### config.mk
export PLATFORM = sky130hd
export DESIGN_NAME = bcd
export DESIGN_NICKNAME = d
export VERILOG_FILES = /design/src/rtl/bcd_pkg.sv /design/src/rtl/bcd_digit.sv /design/src/rtl/bcd.sv
export SDC_FILE = /design/constraint.sdc
export NUM_CORES = 1
export LEC_CHECK = 0
export CAP_MARGIN = 5
export CORE_UTILIZATION = 27
export DETAILED_ROUTE_END_ITERATION = 10
export GPL_TIMING_DRIVEN = 0
export PLACE_DENSITY_LB_ADDON = 0.08
export SKIP_LAST_GASP = 1
export SLEW_MARGIN = 10
export SYNTH_ARGS = -nofsm -noshare
export SYNTH_HDL_FRONTEND = slang
export SYNTH_SLANG_ARGS = --single-unit
### constraint.sdc
create_clock -name clk -period 3.08 [get_ports clk]
set_clock_uncertainty 0.2 [all_clocks]
set_input_delay 0.616 -clock clk [delete_from_list [all_inputs] [get_ports clk]]
set_output_delay 0.616 -clock clk [all_outputs]
set_load 0.02 [all_outputs]
### src/rtl/bcd_pkg.sv
// Shared types and helpers for the two-digit BCD counter.
// The decade step function is shared by the digit registers and the tc lookahead.
package bcd_pkg;

  typedef logic [3:0] bcd_digit_t;

  localparam bcd_digit_t BCD_MAX  = 4'd9;
  localparam bcd_digit_t BCD_ZERO = 4'd0;

  // Next state of one decade.
  // A code above 9 always collapses to 0, whatever the carry-in.
  function automatic bcd_digit_t digit_next(input bcd_digit_t q, input logic cin,
                                            input logic clr);
    bcd_digit_t n;
    n = q;
    if (clr || (q > BCD_MAX))
      n = BCD_ZERO;
    else if (cin)
      n = (q == BCD_MAX) ? BCD_ZERO : q + 4'd1;
    return n;
  endfunction

  // Binary value of a {tens, units} pair (tens*10 + units).
  function automatic logic [7:0] bcd_to_bin(input bcd_digit_t msb, input bcd_digit_t lsb);
    return ({4'd0, msb} << 3) + ({4'd0, msb} << 1) + {4'd0, lsb};
  endfunction

endpackage

### src/rtl/bcd_digit.sv
// One decade counter (0..9) with asynchronous active-high reset.
// Steps when cin=1; clr forces 0 on the next edge; cout = cin & (q==9).
module bcd_digit
  import bcd_pkg::*;
(
  input  logic       clk,
  input  logic       reset,
  input  logic       cin,
  input  logic       clr,
  output bcd_digit_t q,
  output logic       cout
);

  bcd_digit_t r_q;
  bcd_digit_t w_d;

  assign w_d  = digit_next(r_q, cin, clr);
  assign q    = r_q;
  // An illegal code produces no carry because it never compares equal to 9.
  assign cout = cin & (r_q == BCD_MAX);

  always_ff @(posedge clk or posedge reset) begin
    if (reset) r_q <= BCD_ZERO;
    else       r_q <= w_d;
  end

endmodule

### src/rtl/bcd.sv
// Free-running two-digit BCD counter, 0..MOD_VALUE-1, one step per clock.
// Define BCD_TC_EN to add the registered terminal-count output tc.
module bcd
  import bcd_pkg::*;
#(
  parameter int MOD_VALUE = 100
) (
  input  logic       clk,
  input  logic       reset,
  output bcd_digit_t bcd_lsb,
  output bcd_digit_t bcd_msb
`ifdef BCD_TC_EN
  ,
  output logic       tc
`endif
);

  localparam logic [7:0] LAST = 8'(MOD_VALUE - 1);

  if ((MOD_VALUE < 2) || (MOD_VALUE > 100)) begin : g_bad_mod
    $error("bcd: MOD_VALUE must be in 2..100");
  end

  bcd_digit_t w_lsb_q;
  bcd_digit_t w_msb_q;
  logic       w_lsb_cout;
  logic       w_msb_cout;
  logic       w_legal;
  logic       w_wrap;
  logic       w_clr;

  assign w_legal = (w_lsb_q <= BCD_MAX) && (w_msb_q <= BCD_MAX);
  assign w_wrap  = w_legal && (bcd_to_bin(w_msb_q, w_lsb_q) == LAST);
  // The tens carry-out only fires at 99, which for a short modulus is an
  // out-of-range count anyway; clearing both digits there is the natural wrap.
  assign w_clr   = w_wrap | w_msb_cout;

  bcd_digit u_lsb (
    .clk   (clk),
    .reset (reset),
    .cin   (1'b1),
    .clr   (w_clr),
    .q     (w_lsb_q),
    .cout  (w_lsb_cout)
  );

  bcd_digit u_msb (
    .clk   (clk),
    .reset (reset),
    .cin   (w_lsb_cout),
    .clr   (w_clr),
    .q     (w_msb_q),
    .cout  (w_msb_cout)
  );

  assign bcd_lsb = w_lsb_q;
  assign bcd_msb = w_msb_q;

`ifdef BCD_TC_EN
  // tc is a lookahead on the digits' next state so it lands on the same edge.
  logic w_tc_nxt;
  logic r_tc;

  assign w_tc_nxt = (bcd_to_bin(digit_next(w_msb_q, w_lsb_cout, w_clr),
                                digit_next(w_lsb_q, 1'b1, w_clr)) == LAST);

  always_ff @(posedge clk or posedge reset) begin
    if (reset) r_tc <= 1'b0;
    else       r_tc <= w_tc_nxt;
  end

  assign tc = r_tc;
`endif

endmodule

==> results of run 1 <==
[sequential cells by signal (all words and copies together), names as in the netlist]
register and flops:
u_msb.q 4, u_lsb.q 4
[layer usage]
metal | vias to the layer above | track usage, % | wire, um
met5 | - | 0 | 0
met4 | 0 | 4.412 | 0
met3 | 0 | 4.673 | 46
met2 | 11 | 16.90 | 503
met1 | 220 | 15.44 | 618
li1 | 227 | - | -
[power groups by stage]
stage | Clock, mW | Combinational [mW] | Sequential [mW]
after global routing | 0.0904 | 0.00387 | 0.105
after floorplan | 0 | 0.00164 | 0.107
final | 0.0793 | 0.00335 | 0.105
after global placement | 0 | 0.00346 | 0.107
after detailed placement | 0 | 0.00348 | 0.107
after CTS | 0.0848 | 0.00346 | 0.105
[how the worst max path moves through the flow]
stage / depth (start not counted) / endpoint / slack [ns] / startpoint
final: 7 / u_lsb.q[1] / 0.12 / u_lsb.q[3]
after global routing: 7 / u_lsb.q[3] / -0.002 / u_lsb.q[3]
after CTS: 6 / u_msb.q[2] / 0.02 / u_lsb.q[3]
after global placement: 6 / u_msb.q[2] / 0.04 / u_lsb.q[3]
after detailed placement: 6 / u_msb.q[2] / 0.03 / u_lsb.q[3]
after floorplan: 6 / u_lsb.q[1] / 0.21 / u_lsb.q[3]
[cell families after synthesis]
| logic type | after synthesis | synth area share (%) |
|---|---|---|
| AOI/OAI and AO/OA | 15 | 20.21 |
| xor gates and xnor gates | 6 | 8.842 |
| adders and majority gates | 9 | 21.47 |
| buffers and inverters | 2 | 1.264 |
| DFF | 8 | 33.68 |
| muxes | 1 | 2.526 |
| and+or+nand+nor | 12 | 12.00 |
[what timing repair did]
item	in CTS	in global routing
endpoints found under the setup margin	0	7
gates resized for setup	0	1
buffers inserted	0	2
[per-stage QoR]
stage	TNS, ns	total power, mW
after CTS	0	0.1934
after global routing	-0.007225	0.1993
final	0	0.1879
after detailed placement	0	0.1105
after global placement	0	0.1105
after floorplan	0	0.1087
[synth_stat cells]
| master | instances |
|---|---|
| dfrtp_1 | 8 |
| ha_1 | 7 |
| a21oi_1 | 5 |
| a211oi_1 | 4 |
| xor2_1 | 4 |
| nand2_1 | 3 |
| nand3_1 | 3 |
| fa_1 | 2 |
| inv_1 | 2 |
| or2_2 | 2 |
| xnor2_1 | 2 |
| a2111oi_4 | 1 |
| a21o_1 | 1 |
| a2bb2oi_1 | 1 |
| a31oi_1 | 1 |
| and4bb_2 | 1 |
| mux2_4 | 1 |
| nor2_1 | 1 |
| nor3b_1 | 1 |
| o21ai_0 | 1 |
| o32a_1 | 1 |
| or3b_1 | 1 |
[layout make-up]
cell class                 instances  area share [%]
multi-input combinational         43           51.07
sequential                         8           26.61
timing repair buffer              11           13.88
tap                               27           4.463
clock buffer                       3           2.975
inverter                           2          0.9917
[critical path: cells and delay by family, from the launching register on]
kind | cells | cell delay [ns]
adder cells (fa/ha/maj) | 2 | 1.02
AO/OA/AOI/OAI | 3 | 0.58
flip-flops | 1 | 0.48
multiplexers | 1 | 0.33
buffers and inverters | 1 | 0.19
==> results.cfg, run 1 <==
[clocking]
clk-insertion-delay-late_ns = 0.25
postCtsHoldBufs = 0
cts_buffer_depth = 2
cts_root_buffer = clkbuf_4
tritoncts = yes
clkSinkCount = 8
cts_made_buffers = 3
clk_pin_slew_ns = 0.05
htreeDepth = 1

[layout]
area_growth_pct = 27.37
fin_cells = 94
postLayoutCellArea_um2 = 757.0
fin_nets = 80
n_antenna_cell = 0
seqCellArea_um2 = 201.4
final_cell_mix = clkdlybuf4s50_1 (9), ha_1 (7), dfrtp_1 (7), a21oi_1 (5)
fill_cells = 212
layout_commonest_cell = clkdlybuf4s50_1
layout-drive-gt1-share_pct = 16.42
utilization_pct = 37.44
multiInputGateArea_um2 = 386.6

[detailed_routing]
wire_per_inst_um = 12.44
num_vias = 458
drtPass1Iterations = 4
antenna_left = 0
drc = 0
drt_iter0_markers = 5
wl_mm = 1.169
via_per_inst = 4.872

[place]
post-place-ws_ns = 0.03428
place.gp.congestion = 0.6754
port-buffer-count = 9
dp.cells = 89
placed_area_um2 = 718.2
dp_hpwl_um = 885.9

[setup_path]
worst_ep_arrival_time_ns = 2.86
r2r-end = u_lsb.q[1]
start_kind = flop
crit_type = reg -> reg
cpPeakStageDelay_ns = 0.55
r2r_cells = 7
crit_fanout = 8
cp_cell_sequence = fa_1 -> fa_1 -> a31oi_1 -> mux2_4 -> a2111oi_4 -> buf_4 -> a211oi_1
slowest_stage = fa_1
crit_path_end_kind = flop
crit-reg2reg-launch = u_lsb.q[3]
cpMostUsedCell = fa_1
critPathRequiredTime_ns = 2.98
r2r_slack_ns = 0.12

[floorplan]
die_area_mm2 = 0.002393
die_h_um = 48.92
core_area_mm2 = 0.002022
placementRows = 16
start_util_pct = 29.39
pin_count = 10
dieWidth_um = 48.92

[synth]
post_synth.cell_area_avg_um2 = 11.21
yosysSeqAreaShare_pct = 33.68
syn-num-nets = 64
syn_area_um2 = 594.3
synth_top_area_share_pct = 33.68
synth.yosys.warnings = 0
synth.area.top_cells = dfrtp_1 (34%), ha_1 (15%), fa_1 (6.7%)
synth-seq-cells = 8
synth.lib_cells_used.distinct = 22
yosysTopAreaCell = dfrtp_1
synthCells = 53

[power_and_ir_drop]
pwr-share-comb_pct = 1.8
p_leak_nw = 0.3405
p_sw_mw = 0.03695
ir_worst_vdd_mv = 0.1482
p_per_area_mw_per_mm2 = 248.2
p_sw_share_pct = 19.67
seq_power_share_pct = 56.0
pwr-share-clk_pct = 42.2
power.internal_mw = 0.1509

[hold_path]
hp-class = reg -> reg
whs_path_depth = 1
min_from = u_lsb.q[0]
whs_endpoint = u_lsb.q[0]

[grt]
grt_pass1_wl_mm = 2.083
antenna_found_initial = 0
grt_max_degree = 9
grt_pass1_vias = 428
gr-total-overflow = 0
track_usage_pct = 11.67

[timing]
drv_slew = 0
relSlewSlack_pct = 59.03
clock.fmax_ghz = 0.3376
hold_viol_final = 0
worstMarginPinSlew_ns = 0.6101
hold_ws_ns = 0.3591
period_share_pct = 96.17
period_minus_slack_ns = 2.962
layout_setup_ws_ns = 0.1181
setup_violations = 0

[run_status]
run_status = completed

[run]
cap_violations = 0
No activity file was read; power rests on OpenSTA's default activity.
==> inputs of run 2 (changes only) <==
Settings changed: SETUP_SLACK_MARGIN set to 0.2.
==> run 2 against run 1 <==
Net effect: highest routed layer unchanged; largest power group unchanged; final cell count up 9.6%; cell area increased by 12%; flip-flop and latch count is the same; critical path depth rose by 2; critical endpoint is now u_lsb.q[2]; utilization is 4.5 points higher; hold slack hardly changed.
==> results.cfg, run 2 (synthesis results as in run 1) <==
[timing]
fin_tns_setup_ns = 0
hold_ws_ns = 0.3593
hold_viol_final = 0
period_share_pct = 89.27
clock.fmax_ghz = 0.3637
worstMarginPinSlew_ns = 0.6307
period_minus_slack_ns = 2.750
drv_slew = 0
relSlewSlack_pct = 57.65
layout_setup_ws_ns = 0.3304
setup_violations = 0
rsz0062_at_grt = false

[layout]
layout-drive-gt1-share_pct = 34.21
area_growth_pct = 42.53
final_cell_mix = buf_4 (11), clkdlybuf4s50_1 (9), ha_1 (7), a21oi_1 (5), dfrtp_2 (5)
utilization_pct = 41.89
layout_commonest_cell = buf_4
postLayoutCellArea_um2 = 847.1
fin_nets = 89
n_antenna_cell = 0
fill_cells = 200
fin_cells = 103

[power_and_ir_drop]
seq_power_share_pct = 55.5
p_sw_mw = 0.03858
ir_worst_vdd_mv = 0.1562
p_total_mw = 0.1895
p_sw_share_pct = 20.36
pwr-share-clk_pct = 42.8
power.internal_mw = 0.1509
p_per_area_mw_per_mm2 = 223.7
pwr-share-comb_pct = 1.8
p_leak_nw = 0.3806

[setup_path]
start_kind = flop
r2r_cells = 9
cpPeakStageDelay_ns = 0.43
crit_fanout = 6
slowest_stage = fa_2
critPathRequiredTime_ns = 2.98
cp_cell_sequence = buf_4 -> ha_1 -> ha_1 -> fa_2 -> a31oi_4 -> mux2_4 -> a2111oi_4 -> buf_4 -> a211oi_1
worst_ep_arrival_time_ns = 2.65
crit_path_end_kind = flop
crit_type = reg -> reg

[place]
dp_hpwl_um = 885.9
place.gp.congestion = 0.6754
placed_area_um2 = 718.2
dp.cells = 89
port-buffer-count = 9
post-place-ws_ns = 0.03428

[detailed_routing]
num_vias = 501
highest_layer = met3
drt_iter0_markers = 4
antenna_left = 0
wl_met1_um = 628
via_per_inst = 4.864
drtPass1Iterations = 4
wl_met2_um = 625
wl_mm = 1.298
wire_per_inst_um = 12.60
wl_met3_um = 44
drc = 0

[floorplan]
start_util_pct = 29.39
die_area_mm2 = 0.002393
die_h_um = 48.92
core_area_mm2 = 0.002022
dieWidth_um = 48.92
pin_count = 10
placementRows = 16

[clocking]
htreeDepth = 1
postCtsHoldBufs = 0
cts_made_buffers = 3
clk_pin_slew_ns = 0.05
clk-insertion-delay-late_ns = 0.25
cts_root_buffer = clkbuf_4
tritoncts = yes
clkSinkCount = 8
cts_buffer_depth = 2

[hold_path]
whs_path_depth = 1
hp-class = reg -> reg

[grt]
gr-total-overflow = 0
antenna_found_initial = 0
grt_pass1_wl_mm = 2.159
grt_pass1_vias = 459
grt_max_degree = 9
track_usage_pct = 12.14

[run]
cap_violations = 0

[run_status]
run_status = completed
## run 2: cell count changes in the layout (fill, tap and decap cells not counted), sizes merged
cell  change
buf       +9
## run 2: worst max-delay path, delay by kind of cell (launching register included)
kind | cells | cell delay (ns)
adder cells (fa/ha/maj) | 3 | 0.83
AO/OA/AOI/OAI | 3 | 0.47
flip-flops | 1 | 0.42
buffers and inverters | 2 | 0.35
multiplexers | 1 | 0.32
## run 2: power groups by stage
stage	registers (mW)	logic (mW)	clock network [mW]
6_report	0.105	0.00336	0.0810
5_1_grt	0.105	0.00388	0.0904
4_1_cts	0.105	0.00346	0.0848
3_5_place_dp	0.107	0.00348	0
3_3_place_gp	0.107	0.00346	0
2_1_floorplan	0.107	0.00164	0
## run 2: cell type report
| cell class | instances | area [um2] | area share [%] |
|---|---|---|---|
| Timing Repair Buffer | 20 | 172.7 | 20.38 |
| Multi-Input combinational cell | 43 | 404.1 | 47.71 |
| Clock buffer | 3 | 22.52 | 2.659 |
| Sequential cell | 8 | 206.4 | 24.37 |
| Inverter | 2 | 7.507 | 0.8863 |
| Tap cell | 27 | 33.78 | 3.988 |
## run 2: final timing paths
check / startpoint / end / slack (ns)
setup / recovery: u_msb.q[0] / u_lsb.q[2] / 0.33
hold / removal: u_lsb.q[0] / u_lsb.q[0] / 0.36
setup reg to reg: u_msb.q[0] / u_lsb.q[2] / 0.33
hold reg to reg: u_lsb.q[0] / u_lsb.q[0] / 0.36
max in group asynchronous: reset / u_lsb.q[2] / 2.01
min in group asynchronous: reset / u_msb.q[3] / 0.41
## run 2: routing by layer
| metal | track usage, % | up-vias |
|---|---|---|
| li1 | - | 249 |
| met1 | 16.05 | 241 |
| met2 | 17.82 | 11 |
| met3 | 4.673 | 0 |
| met4 | 4.412 | 0 |
| met5 | 0 | - |
## run 2: what timing repair did
action / in CTS / in global routing
endpoints found under the setup margin: 7 / 7
gates resized for setup: 2 / 6
pin swaps: 3 / 4
setup buffers: 5 / 6
